[config.mk]
export PLATFORM = sky130hd
export DESIGN_NAME = data_mem_initiator_flat
export DESIGN_NICKNAME = d
export VERILOG_FILES = /design/src/rtl/data_mem_initiator_if.sv /design/src/rtl/data_mem_initiator.sv /design/src/flat_wrapper.sv
export SDC_FILE = /design/constraint.sdc
export NUM_CORES = 1
export LEC_CHECK = 0
export ABC_AREA = 1
export BUFFER_PORTS_ARGS = -buffer_cell sky130_fd_sc_hd__buf_2
export CORE_AREA = 2 2 93 68
export DETAILED_ROUTE_END_ITERATION = 8
export DIE_AREA = 0 0 95 70
export PLACE_DENSITY = 0.78
export SYNTH_ARGS = -nofsm -noshare
export SYNTH_HDL_FRONTEND = slang
export SYNTH_SLANG_ARGS = --single-unit
[constraint.sdc]
create_clock -name clk -period 2.3 [get_ports clk]
set_input_delay 0.115 -clock clk [delete_from_list [all_inputs] [get_ports clk]]
set_output_delay 0.115 -clock clk [all_outputs]
set_load 0.02 [all_outputs]
[src/rtl/data_mem_initiator_if.sv]
// Bundle of the core-side request/response handshakes and the data-memory bus.
// master: the load/store sequencer; slave: core plus memory on the far side.
//   req_*          core request (valid/ready), write flag, size, address, data
//   rsp_*          response (valid/ready) with load data
//   data_addr      memory byte address
//   write_data     memory write byte
//   write_enable   memory write strobe
//   output_enable  memory read-drive enable
//   read_data      memory read byte, valid while output_enable = 1
interface data_mem_initiator_if #(
    parameter int D_ADDR_W = 12,
    parameter int DATA_W   = 8
);
    logic                  req_valid;
    logic                  req_ready;
    logic                  req_write;
    logic                  req_half;
    logic [D_ADDR_W-1:0]   req_addr;
    logic [2*DATA_W-1:0]   req_wdata;

    logic                  rsp_valid;
    logic                  rsp_ready;
    logic [2*DATA_W-1:0]   rsp_rdata;

    logic [D_ADDR_W-1:0]   data_addr;
    logic [DATA_W-1:0]     write_data;
    logic                  write_enable;
    logic                  output_enable;
    logic [DATA_W-1:0]     read_data;

    modport master (
        input  req_valid,
        input  req_write,
        input  req_half,
        input  req_addr,
        input  req_wdata,
        output req_ready,
        output rsp_valid,
        input  rsp_ready,
        output rsp_rdata,
        output data_addr,
        output write_data,
        output write_enable,
        output output_enable,
        input  read_data
    );

    modport slave (
        output req_valid,
        output req_write,
        output req_half,
        output req_addr,
        output req_wdata,
        input  req_ready,
        input  rsp_valid,
        output rsp_ready,
        input  rsp_rdata,
        input  data_addr,
        input  write_data,
        input  write_enable,
        input  output_enable,
        output read_data
    );
endinterface

[src/rtl/data_mem_initiator.sv]
// Load/store sequencer: one core request at a time, split into byte cycles
// on the data-memory bus (little-endian for half-words), then a response.
// Ports:
//   clk    rising-edge clock
//   rst_n  asynchronous active-low reset
//   bus    data_mem_initiator_if.master (request, response, memory bus)
module data_mem_initiator #(
    parameter int D_ADDR_W = 12,
    parameter int DATA_W   = 8
) (
    input  logic                   clk,
    input  logic                   rst_n,
    data_mem_initiator_if.master   bus
);

    typedef enum logic [1:0] {
        IDLE,
        ACC_LO,
        ACC_HI,
        RESP
    } state_t;

    localparam logic [D_ADDR_W-1:0] ADDR_ONE = D_ADDR_W'(1);

    state_t                state;
    state_t                state_nx;

    logic                  lat_write;
    logic                  lat_half;
    logic [D_ADDR_W-1:0]   lat_addr;
    logic [2*DATA_W-1:0]   lat_wdata;
    logic [2*DATA_W-1:0]   rdata_q;
    logic [D_ADDR_W-1:0]   addr_q;

    logic                  req_ready;
    logic                  rsp_valid;
    logic                  in_acc;
    logic [DATA_W-1:0]     write_data;

    always_ff @(posedge clk or negedge rst_n) begin
        if (!rst_n) begin
            state <= IDLE;
        end else begin
            state <= state_nx;
        end
    end

    always_comb begin
        state_nx   = state;
        req_ready  = 1'b0;
        rsp_valid  = 1'b0;
        in_acc     = 1'b0;
        write_data = '0;
        unique case (state)
            IDLE: begin
                req_ready = 1'b1;
                if (bus.req_valid) begin
                    state_nx = ACC_LO;
                end
            end
            ACC_LO: begin
                in_acc     = 1'b1;
                write_data = lat_wdata[DATA_W-1:0];
                state_nx   = lat_half ? ACC_HI : RESP;
            end
            ACC_HI: begin
                in_acc     = 1'b1;
                write_data = lat_wdata[2*DATA_W-1:DATA_W];
                state_nx   = RESP;
            end
            RESP: begin
                rsp_valid = 1'b1;
                if (bus.rsp_ready) begin
                    state_nx = IDLE;
                end
            end
            default: begin
                state_nx = IDLE;
            end
        endcase
    end

    // The address is a register so it holds its last value outside the
    // access states; it is loaded on accept and bumped for the high byte.
    always_ff @(posedge clk or negedge rst_n) begin
        if (!rst_n) begin
            lat_write <= 1'b0;
            lat_half  <= 1'b0;
            lat_addr  <= '0;
            lat_wdata <= '0;
            rdata_q   <= '0;
            addr_q    <= '0;
        end else begin
            unique case (state)
                IDLE: begin
                    if (bus.req_valid) begin
                        lat_write <= bus.req_write;
                        lat_half  <= bus.req_half;
                        lat_addr  <= bus.req_addr;
                        lat_wdata <= bus.req_wdata;
                        rdata_q   <= '0;
                        addr_q    <= bus.req_addr;
                    end
                end
                ACC_LO: begin
                    if (!lat_write) begin
                        rdata_q[DATA_W-1:0] <= bus.read_data;
                    end
                    if (lat_half) begin
                        addr_q <= lat_addr + ADDR_ONE;
                    end
                end
                ACC_HI: begin
                    if (!lat_write) begin
                        rdata_q[2*DATA_W-1:DATA_W] <= bus.read_data;
                    end
                end
                default: begin
                end
            endcase
        end
    end

    // Strobes decode from state, so reset drops them without waiting
    // for a clock edge.
    assign bus.write_enable  = in_acc & lat_write;
    assign bus.output_enable = in_acc & ~lat_write;
    assign bus.write_data    = write_data;
    assign bus.data_addr     = addr_q;
    assign bus.req_ready     = req_ready;
    assign bus.rsp_valid     = rsp_valid;
    assign bus.rsp_rdata     = rdata_q;

endmodule

[src/flat_wrapper.sv]
// flat-port wrapper written by rule: the top's interface ports become plain ports
module data_mem_initiator_flat 
#(
    parameter int D_ADDR_W = 12,
    parameter int DATA_W   = 8
)
  (clk, rst_n, bus_req_valid, bus_req_write, bus_req_half, bus_req_addr, bus_req_wdata, bus_req_ready, bus_rsp_valid, bus_rsp_ready, bus_rsp_rdata, bus_data_addr, bus_write_data, bus_write_enable, bus_output_enable, bus_read_data);
  data_mem_initiator_if #(.D_ADDR_W(D_ADDR_W), .DATA_W(DATA_W)) bus_i ();
  input  logic clk;
  input  logic rst_n;
  input wire logic [$bits(bus_i.req_valid)-1:0] bus_req_valid;
  input wire logic [$bits(bus_i.req_write)-1:0] bus_req_write;
  input wire logic [$bits(bus_i.req_half)-1:0] bus_req_half;
  input wire logic [$bits(bus_i.req_addr)-1:0] bus_req_addr;
  input wire logic [$bits(bus_i.req_wdata)-1:0] bus_req_wdata;
  output wire logic [$bits(bus_i.req_ready)-1:0] bus_req_ready;
  output wire logic [$bits(bus_i.rsp_valid)-1:0] bus_rsp_valid;
  input wire logic [$bits(bus_i.rsp_ready)-1:0] bus_rsp_ready;
  output wire logic [$bits(bus_i.rsp_rdata)-1:0] bus_rsp_rdata;
  output wire logic [$bits(bus_i.data_addr)-1:0] bus_data_addr;
  output wire logic [$bits(bus_i.write_data)-1:0] bus_write_data;
  output wire logic [$bits(bus_i.write_enable)-1:0] bus_write_enable;
  output wire logic [$bits(bus_i.output_enable)-1:0] bus_output_enable;
  input wire logic [$bits(bus_i.read_data)-1:0] bus_read_data;
  assign bus_i.req_valid = bus_req_valid;
  assign bus_i.req_write = bus_req_write;
  assign bus_i.req_half = bus_req_half;
  assign bus_i.req_addr = bus_req_addr;
  assign bus_i.req_wdata = bus_req_wdata;
  assign bus_req_ready = bus_i.req_ready;
  assign bus_rsp_valid = bus_i.rsp_valid;
  assign bus_i.rsp_ready = bus_rsp_ready;
  assign bus_rsp_rdata = bus_i.rsp_rdata;
  assign bus_data_addr = bus_i.data_addr;
  assign bus_write_data = bus_i.write_data;
  assign bus_write_enable = bus_i.write_enable;
  assign bus_output_enable = bus_i.output_enable;
  assign bus_i.read_data = bus_read_data;
  data_mem_initiator #(.D_ADDR_W(D_ADDR_W), .DATA_W(DATA_W)) u_core (.clk(clk), .rst_n(rst_n), .bus(bus_i));
endmodule
**Word-level counts from Yosys, hierarchy flattened**

Index checks and enable logic that the tools add are counted.

- Flip-flop bits (word level): 60
- Latch bits: 0
- Memory bits (writable): 0
- ROM bits: 0
- Input port bits: 42
- Output and inout port bits: 40
- Memories kept: 0

- Add/sub/neg operators: 1
- $mul: 0
- Div/mod/pow operators: 0
- $lt $le $gt $ge: 0
- Equality and inequality tests: 8
- Shift operators: 0
- Mux-type cells: 15
- Bitwise logic cells: 3
- Reductions and logical operators: 9

Operators with widths:

| operator | count |
|---|---|
| $pmux 8 s2 | 3 |
| $mux 12 | 2 |
| $pmux 12 s2 | 1 |
| $mux 16 | 1 |
| $add 12x1->12 const B | 1 |
| $reduce_and 3->1 | 3 |
| $mux 8 | 1 |
| $ne 2x2->1 const B | 4 |
| $pmux 2 s4 | 1 |
| $eq 2x2->1 const B | 2 |
| $mux 1 | 4 |
| $mux 2 | 2 |
| $reduce_and 2->1 | 2 |
| $reduce_bool 2->1 | 2 |
| $and 1x1->1 | 2 |
| $eq 2x1->1 const B | 1 |
| $logic_not 2->1 | 1 |
| $ne 2x1->1 const B | 1 |
| $reduce_or 2->1 | 1 |
| $not 1->1 | 1 |

**Depth between registers and ports, before layout**

Gate-level depths: netlist (run 1).

- Depth in word-level cells: 4
- Depth in mapped cells: 9
- Gate-level depth less buffers: 8

**Worst setup path before layout (run 1)**

Ideal clock, no wire load.

- Path type: reg-to-reg
- From: register u_core.state[0]
- To: register u_core.rdata_q[13], in the netlist u_core.bus.rsp_rdata[13]
- Arrival time: 1652 ps
- Data required time: 2217 ps
- Setup slack: 565 ps
- Cell stages (with the launch flop): 8
- Buffers on the path: 1
- Path through: dfrtp_1 > inv_1 > ha_1 > nor2_1 > a211oi_2 > buf_2 > nand3_1 > o21ai_0

- Longest elaborated chain between the ends: 3
- Elaborated cells on any way between the ends: 7
- Classes of those cells: 3 x eq/ne; 1 x mux; 3 x reduce/logical

RTL lines:

| item | line | source |
|---|---|---|
| start, declared | data_mem_initiator.sv:25 | `state_t state;` |
| start signal, assigned | data_mem_initiator.sv:44 | `state <= state_nx;` |
| $eq 2x2->1 / $logic_not 2->1 (equally long branches) | data_mem_initiator.sv:94 | `unique case (state)` |
| $ne 2x2->1 (no source line) / $reduce_bool 2->1 (equally long branches) | - |  |
| $reduce_and 3->1 (no source line) | - |  |
| end signal, assigned by index | data_mem_initiator.sv:107 | `rdata_q[DATA_W-1:0] <= bus.read_data;` |
| end signal, assigned by index | data_mem_initiator.sv:115 | `rdata_q[2*DATA_W-1:DATA_W] <= bus.read_data;` |
| end, declared | data_mem_initiator.sv:32 | `logic [2*DATA_W-1:0] rdata_q;` |

Parallel ways exist; a longest one is shown, timed or not.
A chain may end at the register's enable or synchronous reset.

**Worst setup path in the final report (run 1)**

- From: register u_core.state[1]
- To: output port bus_write_data[2]

- Longest elaborated chain between the ends: 2
- Elaborated cells on any way between the ends: 3
- Classes of those cells: 2 x eq/ne; 1 x mux

RTL lines:

| item | line | source |
|---|---|---|
| $eq 2x2->1 / $eq 2x1->1 (equally long branches) | data_mem_initiator.sv:54 | `unique case (state)` |
| $pmux 8 s2 * | data_mem_initiator.sv:54 |  |
| end, declared | flat_wrapper.sv:21 | `output wire logic [$bits(bus_i.write_data)-1:0] bus_write_data;` |

Mark *: on every way between the ends. The rest lies on a longest branch, timed or not.

==> results.rst, run 1 <==
.. list-table::
   :header-rows: 1

   * - Metric
     - Value
   * - Synthesized area divided by synthesized cell count
     - 7.83 µm²
   * - Data required time of the worst path
     - 2.18 ns
   * - Total number of vias
     - 2,749
   * - Critical Path Start Type
     - flop
   * - Normalized max-slew margin
     - 42.3%
   * - Total global-route track usage
     - 22.6%
   * - Maximum resistive drop on vdd
     - 0.599 mV
   * - IO Port Bufs
     - 81
   * - Count of flip-flops with a built-in enable after synthesis
     - 0
   * - Final-layout setup total negative slack
     - 0 ns
   * - Share of total power in sequential cells
     - 35.9%
   * - Crit Reg-Reg Startpoint
     - u_core.state[1]
   * - Layout cell share with drive strength beyond 1
     - 22.5%
   * - Initial antenna violation count
     - 0
   * - Fmax
     - 495 MHz
   * - Total net switching power
     - 2.36 mW
   * - Final layout net count
     - 523
   * - Number of buffers on the longest clock path
     - 2
   * - Pin slew with the least headroom to its limit
     - 0.866 ns
   * - Floorplan die width
     - 95 µm
   * - P_leak
     - 2.00 nW
   * - Crit end category
     - output pin
   * - Logic gate share of total power
     - 47.6%
   * - CTS Buf Count
     - 9
   * - Count of boundary I/O pins
     - 82
   * - Commonest cells in the netlist
     - nand2_1 (134), dfrtp_1 (60), inv_1 (41)
   * - CTS tree
     - done
   * - Number of optimization iterations in the first detailed-route pass
     - 4
   * - Initial drt markers
     - 168
   * - Switching share of power
     - 45.8%
   * - Dominant cells by area after synthesis
     - dfrtp_1 (52%), nand2_1 (17%), o21ai_0 (6.0%)
   * - Biggest area consumer among synthesized cells
     - dfrtp_1
   * - Shortest clock period the worst path allows after layout
     - 2.02 ns
   * - Number of hold violations in the final report
     - 0
   * - Area added between synthesis and finish
     - 29.7%
   * - Final HPWL DP
     - 4700 µm
   * - Post CTS Setup Buffer Count
     - 0
   * - Most used flip-flop cell after synthesis
     - dfrtp_1
   * - Clock transition at the registers of the reported paths
     - 0.07 ns
   * - Proportion of netlist area held by the largest area contributor
     - 51.5%
   * - Total length of routed wires
     - 6990 µm
   * - Largest driver fanout on the critical path
     - 31
   * - Count of maximum capacitance violations
     - 0
   * - Site Rows
     - 24
   * - Drt wl/cell
     - 12.6 µm
   * - Final slew viol count
     - 0
   * - Area of the placeable core
     - 5920 µm²
   * - Largest net degree at the start of global routing
     - 61
   * - Per-cell via count in the routed design
     - 4.94
   * - Weighted congestion at the end of routability-driven global placement
     - 0.846
   * - Worst Path Arrival
     - 1.90 ns
   * - Post-detailed-route DRC marker count
     - 0
   * - Total inserted antenna cells
     - 0
   * - Global-route wire length before repair
     - 11,900 µm
   * - Starting Density
     - 49.2%
   * - Sequential cell area fraction in the yosys report
     - 51.5%
   * - Root buffer cell
     - clkbuf_8
   * - Antenna violation net count after detailed routing
     - 0
   * - Count of mapped cells out of synthesis
     - 372
   * - Synthesized netlist net count
     - 420
   * - Asr flop ratio synth
     - 100%
   * - Register bit total from synthesis
     - 60
   * - Classification of the worst setup path
     - reg2out
   * - Overall overflow remaining after global route
     - 0
   * - Run status
     - finished, final reports clean
   * - Setup repair after global routing missed its margin
     - no
   * - Hold Slack
     - 0.0274 ns
   * - Cell with the most instances after synthesis
     - nand2_1
   * - Worst Setup SP
     - u_core.state[1]
   * - TritonCTS Sinks
     - 60
   * - Die area
     - 6650 µm²
   * - Synth Cell Area
     - 2910 µm²
   * - Fin crit share
     - 87.8%
   * - Post-synth cell types
     - 25
   * - Clock skew after layout
     - 0.00835 ns
   * - Die extent in y
     - 70 µm
   * - Post-route worst setup slack
     - 0.282 ns
   * - Via count of the first global-routing pass
     - 2,610
   * - Hold/Removal Path Class
     - in2reg
   * - Total of endpoints with negative setup slack in the final report
     - 0
   * - Total number of H-tree levels
     - 3
   * - Insertion delay of the later-clocked pin in the worst-skew pair
     - 0.34 ns
   * - Internal power contribution
     - 2.79 mW
   * - Warning count from the yosys run
     - 0
   * - Origin of the worst min-delay path
     - bus_req_addr[0]
   * - PwrDens
     - 1360 nW/µm²
   * - Placement Setup Slack
     - 0.356 ns
   * - Clock share of power
     - 16.5%
==> final cells by class <==
class / count / area, µm²
clock buffers: 11 / 151
clock inverters: 4 / 25.0
fillers: 519 / 2140
inverters: 43 / 161
multi-input cells: 253 / 1170
flip-flops and latches: 60 / 1500
well taps: 78 / 97.6
repair buffers: 108 / 671
==> what timing repair did <==
item | CTS | global route
hold buffers | 20 | 0
resized for setup | 0 | 0
endpoints found under the hold margin | 79 | 0
==> sequential cells by signal (all words and copies together), names as in the netlist <==
name / cells
u_core.lat_addr: 12
u_core.lat_write: 1
u_core.bus.rsp_rdata: 16
u_core.bus.data_addr: 12
u_core.state: 2
u_core.lat_half: 1
u_core.lat_wdata: 16
==> path summary, 6_finish.rpt <==
path / cells past startpoint / end / slack [ns]
max in group asynchronous: 3 / u_core.bus.data_addr[5] / 1.72
hold reg to reg: 2 / u_core.bus.data_addr[11] / 0.48
setup / recovery: 6 / bus_write_data[2] / 0.28
min in group asynchronous: 3 / u_core.lat_addr[4] / 0.30
setup reg to reg: 6 / u_core.lat_addr[0] / 0.34
hold / removal: 3 / u_core.lat_addr[0] / 0.03
==> power groups by stage <==
stage / registers, mW / clock network (mW) / logic (mW)
floorplan: 2.02 / 0 / 1.52
global placement: 1.84 / 0 / 2.36
detailed placement: 1.85 / 0 / 2.43
CTS: 1.84 / 0.868 / 2.46
global route: 1.91 / 0.919 / 2.77
finish: 1.84 / 0.849 / 2.45
==> layout by cell type (no fill, tap or decap) <==
cell,instances
nand2_1,134
nor2_1,17
o31ai_1,1
nand3b_1,4
o21ai_1,2
dlygate4sd3_1,20
clkinv_1,1
o22ai_1,1
a21boi_4,1
o21ai_0,35
clkinvlp_4,2
inv_2,1
nand3_1,26
buf_2,81
a211oi_2,1
inv_1,41
clkinv_2,2
nor3_1,1
o21ai_2,2
ha_1,6
buf_4,6
nand4_1,2
dfrtp_1,60
clkbuf_8,11
xor2_1,1
buf_12,1
a21oi_1,19
==> critical path: stages, from the launching register on <==
cell and delay [ns]:
dfrtp_1 0.44, inv_1 0.13, ha_1 0.19, buf_4 0.34, nand2_1 0.10, a21oi_1 0.16
buf_2 0.20
==> per-layer routing <==
layer | part of all wire, % | vias to the layer above | track usage [%]
li1 | - | 1378 | -
met1 | 45 | 1286 | 31.0
met2 | 47 | 81 | 36.3
met3 | 6.6 | 4 | 6.58
met4 | 0.63 | 0 | 4.19
met5 | 0 | - | 0
==> through the flow <==
| step | cell area, µm² | total power, mW | cells | util (%) |
|---|---|---|---|---|
| after floorplan | 2910 | 3.55 | 372 | - |
| after global placement | 3400 | 4.19 | 522 | 57.5 |
| after detailed placement | 3400 | 4.27 | 522 | 57.5 |
| after CTS | 3780 | 5.17 | 557 | 63.9 |
| after global routing | 3780 | 5.60 | 557 | 63.9 |
| final | 3780 | 5.14 | 557 | 63.9 |
==> kinds of logic after synthesis <==
kind of cell,synth area share [%]
XOR/XNOR,0.301
buffers and inverters,8.25
AND/OR/NAND/NOR,25.6
adder cells (fa/ha/maj),2.58
flip-flops,51.5
AO/OA/AOI/OAI,11.8
(Power assumes the default switching activity.)
==> run 2, diff against run 1 <==
--- a/config.mk
+++ b/config.mk
@@ -7,10 +7,13 @@
 export LEC_CHECK = 0
 export ABC_AREA = 1
 export BUFFER_PORTS_ARGS = -buffer_cell sky130_fd_sc_hd__buf_2
-export CORE_AREA = 2 2 93 68
+export CELL_PAD_IN_SITES_DETAIL_PLACEMENT = 0
+export CELL_PAD_IN_SITES_GLOBAL_PLACEMENT = 1
+export CORE_AREA = 2 2 110 80
 export DETAILED_ROUTE_END_ITERATION = 8
-export DIE_AREA = 0 0 95 70
-export PLACE_DENSITY = 0.78
+export DIE_AREA = 0 0 112 82
+export GPL_TIMING_DRIVEN = 0
+export PLACE_DENSITY_LB_ADDON = 0.1
 export SYNTH_ARGS = -nofsm -noshare
 export SYNTH_HDL_FRONTEND = slang
 export SYNTH_SLANG_ARGS = --single-unit
==> run 2 against run 1 <==
Compared with the run above:
- combinational power up 4%
- register-to-register slack better by 0.02 ns
- global-route usage down 4.0 points
- critical path type unchanged
- worst hold slack got worse by 0.0095 ns
- sequential power barely moved
- count of clock-buffer cells in the layout grew 3
- total power increased by 10%
- cell count increased by 5.9%
==> results.rst, run 2 (same netlist as run 1, synthesis figures left out) <==
.. list-table::
   :header-rows: 1

   * - Metric
     - Value
   * - Final HPWL DP
     - 5540 µm
   * - Total length of routed wires
     - 7830 µm
   * - PwrDens
     - 1450 nW/µm²
   * - Commonest cells after routing, fill and taps aside
     - nand2_1 (134), buf_2 (85), dfrtp_1 (60)
   * - Largest net degree at the start of global routing
     - 61
   * - Normalized max-slew margin
     - 48.4%
   * - Worst path most repeated cell
     - buf_2
   * - Shortest clock period the worst path allows after layout
     - 2.13 ns
   * - Highest-delay cell along the critical path
     - dfrtp_1
   * - Total global-route track usage
     - 18.6%
   * - Crit end category
     - output pin
   * - Classification of the worst setup path
     - reg2out
   * - Total number of vias
     - 2,728
   * - Final-layout setup total negative slack
     - 0 ns
   * - Data required time of the worst path
     - 2.18 ns
   * - Clock transition at the registers of the reported paths
     - 0.05 ns
   * - CP delay by family, top
     - buffers and inverters
   * - Die area
     - 9180 µm²
   * - IO Port Bufs
     - 81
   * - Depth of the worst hold-timing path
     - 3
   * - Capture endpoint of the worst hold path
     - u_core.lat_addr[1]
   * - Critical Path, Cell by Cell
     - inv_1 -> ha_2 -> clkbuf_4 -> buf_2 -> nand2_1 -> a21oi_1 -> buf_2
   * - Layout cell share with drive strength beyond 1
     - 22.7%
   * - Crit Reg-Reg Startpoint
     - u_core.state[0]
   * - Number of hold violations in the final report
     - 0
   * - Weighted congestion at the end of routability-driven global placement
     - 0.802
   * - Critical Path Start Type
     - flop
   * - Total of endpoints with negative setup slack in the final report
     - 0
   * - Root buffer cell
     - clkbuf_16
   * - Post-detailed-route DRC marker count
     - 0
   * - Count of boundary I/O pins
     - 82
   * - Run status
     - finished, final reports clean
   * - Final layout net count
     - 529
   * - Total number of H-tree levels
     - 3
   * - Initial antenna violation count
     - 0
   * - Logic depth of the worst setup path including buffers
     - 7
   * - TritonCTS Sinks
     - 60
   * - Starting Density
     - 35.5%
   * - Crit path buffers/inverters
     - 4
   * - FF-to-FF setup slack
     - 0.36 ns
   * - Area of the placeable core
     - 8200 µm²
   * - FF-to-FF End
     - u_core.bus.rsp_rdata[14]
   * - Via count of the first global-routing pass
     - 2,592
   * - Drt wl/cell
     - 13.3 µm
   * - Per-cell via count in the routed design
     - 4.62
   * - Worst-case reg-to-reg path depth
     - 8
   * - Insertion delay of the later-clocked pin in the worst-skew pair
     - 0.32 ns
   * - Placement Setup Slack
     - 0.321 ns
   * - Final slew viol count
     - 0
   * - Number of optimization iterations in the first detailed-route pass
     - 4
   * - Worst Path Arrival
     - 2.02 ns
   * - Overall overflow remaining after global route
     - 0
   * - Area added between synthesis and finish
     - 34.7%
   * - Global-route wire length before repair
     - 13,000 µm
   * - Clock skew after layout
     - 0.00374 ns
   * - Post-route worst setup slack
     - 0.167 ns
   * - Maximum resistive drop on vdd
     - 0.574 mV
   * - Count of maximum capacitance violations
     - 0
   * - Floorplan die width
     - 112 µm
   * - CP max stage delay
     - 0.42 ns
   * - Hold/Removal Path Class
     - in2reg
   * - Number of buffers on the longest clock path
     - 2
   * - Fmax
     - 469 MHz
   * - Commonest non-fill, non-tap cell in the layout
     - nand2_1
   * - CTS tree
     - done
   * - Setup repair after global routing missed its margin
     - no
   * - Die extent in y
     - 82 µm
   * - Total inserted antenna cells
     - 0
   * - Site Rows
     - 28
   * - Antenna violation net count after detailed routing
     - 0
   * - Fin crit share
     - 92.8%
   * - P_leak
     - 2.05 nW
   * - Pin slew with the least headroom to its limit
     - 0.774 ns
   * - Hold Slack
     - 0.0179 ns
   * - Initial drt markers
     - 144
   * - CTS Buf Count
     - 9
   * - Origin of the worst min-delay path
     - bus_req_addr[1]
   * - Largest driver fanout on the critical path
     - 10
## run 2: cell count changes in the layout (fill, tap and decap cells not counted), sizes merged
cell / delta
buf: +1
clkbuf: +10
clkinv: -1
dlygate4sd3: -2
clkinvlp: -2
## run 2: stage by stage
| step | instances | power, mW | area [µm²] | util [%] |
|---|---|---|---|---|
| floorplan | 372 | 3.55 | 2910 | - |
| global placement | 558 | 4.37 | 3450 | 42.1 |
| detailed placement | 558 | 4.41 | 3450 | 42.1 |
| CTS | 591 | 5.75 | 3920 | 47.8 |
| global route | 590 | 6.18 | 3920 | 47.9 |
| finish | 590 | 5.67 | 3920 | 47.9 |
## run 2: worst max-delay path by stage
stage                          endpoint       startpoint  slack, ns
2_1_floorplan  u_core.bus.rsp_rdata[13]  u_core.state[0]       0.57
3_3_place_gp        u_core.lat_wdata[4]  u_core.state[0]       0.35
3_5_place_dp        u_core.lat_wdata[6]  u_core.state[0]       0.32
4_1_cts               bus_write_data[6]  u_core.state[1]       0.03
5_1_grt               bus_write_data[6]  u_core.state[1]      0.003
6_report              bus_write_data[6]  u_core.state[1]       0.17
## run 2: power breakdown
part / internal, mW / switching (mW)
Clock: 0.838 / 0.444
Sequential: 1.52 / 0.312
Combinational: 0.856 / 1.70
Total: 3.22 / 2.46
## run 2: layout make-up
cell class,instances,area (µm²)
clock inverter,1,5.00
buffer,15,78.8
multi-input combinational,253,1170
clock buffer,14,284
sequential,60,1500
timing repair buffer,99,588
tap,105,131
inverter,43,161
fill,845,4270
## run 2: repair_timing
| action | CTS | global route |
|---|---|---|
| buffers inserted | 0 | 0 |
| resized for setup | 1 | 2 |
| hold endpoints to repair | 77 | 0 |
| setup endpoints to repair | 1 | 4 |
| hold buffers | 18 | 0 |
## run 2: layer usage
layer	part of all wire, %	vias to the layer above	GRT usage (%)
li1	-	1387	-
met1	51	1255	27.3
met2	41	78	26.8
met3	6.7	8	4.87
met4	0.97	0	6.22
met5	0	-	0
## run 2: tightest hold or removal path, stage by stage
cell     delay, ns
buf_2         0.10
nand2_1       0.05
nand2_1       0.04
==> run 3, diff against run 2 <==
--- a/config.mk
+++ b/config.mk
@@ -12,8 +12,8 @@
 export CORE_AREA = 2 2 110 80
 export DETAILED_ROUTE_END_ITERATION = 8
 export DIE_AREA = 0 0 112 82
-export GPL_TIMING_DRIVEN = 0
 export PLACE_DENSITY_LB_ADDON = 0.1
+export RECOVER_POWER = 100
 export SYNTH_ARGS = -nofsm -noshare
 export SYNTH_HDL_FRONTEND = slang
 export SYNTH_SLANG_ARGS = --single-unit
==> run 3 against run 2 <==
Compared with the run above:
- flip-flop and latch count stayed put
- clock power is 4% lower
- via count fell by 3.2%
- clock skew grew 0.0027 ns
- setup slack better by 0.067 ns
- non-clock buffer count decreased by 8
- global-route usage shrank 0.60 points
- largest power group unchanged
- design area shrank 2.8%
- die area did not move
- count of clock-buffer cells in the layout is 1 lower
- maximum frequency up 3.3%
==> results.rst, run 3 (same netlist as run 1, synthesis figures left out) <==
.. list-table::
   :header-rows: 1

   * - Metric
     - Value
   * - Clock transition at the registers of the reported paths
     - 0.05 ns
   * - Crit Reg-Reg Startpoint
     - u_core.state[1]
   * - Number of optimization iterations in the first detailed-route pass
     - 4
   * - Via count of the first global-routing pass
     - 2,631
   * - Run status
     - finished, final reports clean
   * - Drt wl/cell
     - 13.1 µm
   * - Clock share of power
     - 22.5%
   * - Worst-case reg-to-reg path depth
     - 9
   * - Total inserted antenna cells
     - 0
   * - Area of the placeable core
     - 8200 µm²
   * - Global-route wire length before repair
     - 12,900 µm
   * - CTS tree
     - done
   * - TritonCTS Sinks
     - 60
   * - Switching share of power
     - 44.6%
   * - Depth of the worst hold-timing path
     - 3
   * - Total number of vias
     - 2,640
   * - Total number of H-tree levels
     - 3
   * - IO Port Bufs
     - 81
   * - CTS Buf Count
     - 9
   * - Post-cts sizing count
     - 0
   * - Number of buffers on the longest clock path
     - 2
   * - Number of hold violations in the final report
     - 0
   * - Final slew viol count
     - 0
   * - Clock skew after layout
     - 0.00643 ns
   * - Critical Path Start Type
     - flop
   * - Classification of the worst setup path
     - reg2out
   * - Crit end category
     - output pin
   * - Pin slew with the least headroom to its limit
     - 1.22 ns
   * - FF+latch area
     - 1500 µm²
   * - Die extent in y
     - 82 µm
   * - Internal power contribution
     - 3.02 mW
   * - Area added between synthesis and finish
     - 30.9%
   * - Area of the multi-input gates
     - 1170 µm²
   * - Per-cell via count in the routed design
     - 4.54
   * - Fmax
     - 484 MHz
   * - Layout cell share with drive strength beyond 1
     - 13.4%
   * - Layout Utilization
     - 46.5%
   * - Final HPWL DP
     - 5040 µm
   * - FF-to-FF setup slack
     - 0.30 ns
   * - Site Rows
     - 28
   * - Post-detailed-route DRC marker count
     - 0
   * - Largest net degree at the start of global routing
     - 40
   * - P_leak
     - 1.88 nW
   * - Root buffer cell
     - clkbuf_16
   * - Logic gate share of total power
     - 43.4%
   * - Hold/Removal Path Class
     - in2reg
   * - PwrDens
     - 1430 nW/µm²
   * - Total global-route track usage
     - 18.0%
   * - Capture endpoint of the worst hold path
     - u_core.lat_wdata[9]
   * - Data required time of the worst path
     - 2.18 ns
   * - Starting Density
     - 35.5%
   * - Weighted congestion at the end of routability-driven global placement
     - 0.751
   * - Initial drt markers
     - 185
   * - Commonest non-fill, non-tap cell in the layout
     - nand2_1
   * - Commonest cells after routing, fill and taps aside
     - nand2_1 (134), dfrtp_1 (60), clkbuf_1 (43)
   * - Total net switching power
     - 2.43 mW
   * - Fin crit share
     - 89.8%
   * - Worst Path Arrival
     - 1.95 ns
   * - Maximum resistive drop on vdd
     - 0.698 mV
   * - Antenna violation net count after detailed routing
     - 0
   * - Total length of routed wires
     - 7630 µm
   * - Die area
     - 9180 µm²
   * - Fill cell count
     - 878
   * - Initial antenna violation count
     - 0
   * - Total of endpoints with negative setup slack in the final report
     - 0
   * - Overall overflow remaining after global route
     - 0
   * - Normalized max-slew margin
     - 18.9%
   * - Count of maximum capacitance violations
     - 0
   * - Count of boundary I/O pins
     - 82
   * - Final-layout setup total negative slack
     - 0 ns
   * - FF-to-FF End
     - u_core.bus.data_addr[5]
   * - Largest driver fanout on the critical path
     - 12
   * - Setup repair after global routing missed its margin
     - no
   * - Origin of the worst min-delay path
     - bus_req_wdata[9]
   * - Share of total power in sequential cells
     - 34.1%
   * - Final layout net count
     - 521
   * - Floorplan die width
     - 112 µm
   * - Insertion delay of the later-clocked pin in the worst-skew pair
     - 0.32 ns
   * - Shortest clock period the worst path allows after layout
     - 2.07 ns
[run 3: changes by cell type in the layout (fill, tap and decap cells not counted), moves of 2 or more]
cell / previous run / this run
clkbuf_8: 4 / 2
buf_2: 85 / 41
clkbuf_1: 6 / 43
clkbuf_2: 1 / 3
[run 3: metal layers]
| layer | routed length [µm] | GRT usage [%] |
|---|---|---|
| met1 | 3970 | 23.9 |
| met5 | 0 | 0 |
| met3 | 388 | 5.83 |
| met2 | 3220 | 28.4 |
| met4 | 58 | 5.85 |
[run 3: timing repair]
action | CTS | global route
hold buffers | 18 | 0
endpoints found under the hold margin | 39 | 0
setup endpoints to repair | 0 | 0
buffers inserted | 0 | 0
[run 3: final cells by class]
class | instances | share of cell area, %
Clock buffer | 13 | 6.83
Clock inverter | 2 | 0.263
Inverter | 43 | 4.23
Multi-Input combinational cell | 253 | 30.7
Sequential cell | 60 | 39.4
Tap cell | 105 | 3.45
Timing Repair Buffer | 106 | 15.1
[run 3: worst max-delay path by stage]
| stage | slack, ns | end | startpoint | depth (start not counted) |
|---|---|---|---|---|
| 3_5_place_dp | 0.34 | u_core.bus.data_addr[5] | u_core.state[1] | 7 |
| 6_report | 0.23 | bus_write_data[1] | u_core.state[0] | 6 |
| 2_1_floorplan | 0.57 | u_core.bus.rsp_rdata[13] | u_core.state[0] | 7 |
| 5_1_grt | 0.07 | bus_write_data[0] | u_core.state[0] | 5 |
| 4_1_cts | 0.25 | bus_write_data[1] | u_core.state[0] | 6 |
| 3_3_place_gp | 0.44 | u_core.bus.data_addr[5] | u_core.state[1] | 7 |
[run 3: critical path, stage by stage, from the launching register on]
cell and delay [ns]:
dfrtp_1 0.41, inv_1 0.13, ha_1 0.34, buf_4 0.26, nand2_1 0.06, a21oi_1 0.17, clkbuf_1 0.25
[run 3: through the flow]
step,instances,setup slack (ns),cell area [µm²],hold slack (ns),power (mW)
finish,582,0.234,3810,0.00832,5.45
floorplan,372,0.565,2910,-0.181,3.55
CTS,582,0.253,3890,0.00392,5.62
global placement,549,0.444,3440,0.146,4.29
global route,582,0.0718,3810,0.0281,5.95
detailed placement,549,0.335,3440,0.136,4.33
[run 3: power by group through the flow]
stage,sequential [mW],clock [mW],combinational [mW]
2_1_floorplan,2.02,0,1.52
3_3_place_gp,1.86,0,2.43
3_5_place_dp,1.86,0,2.47
4_1_cts,1.85,1.26,2.51
5_1_grt,1.93,1.30,2.72
6_report,1.86,1.23,2.36
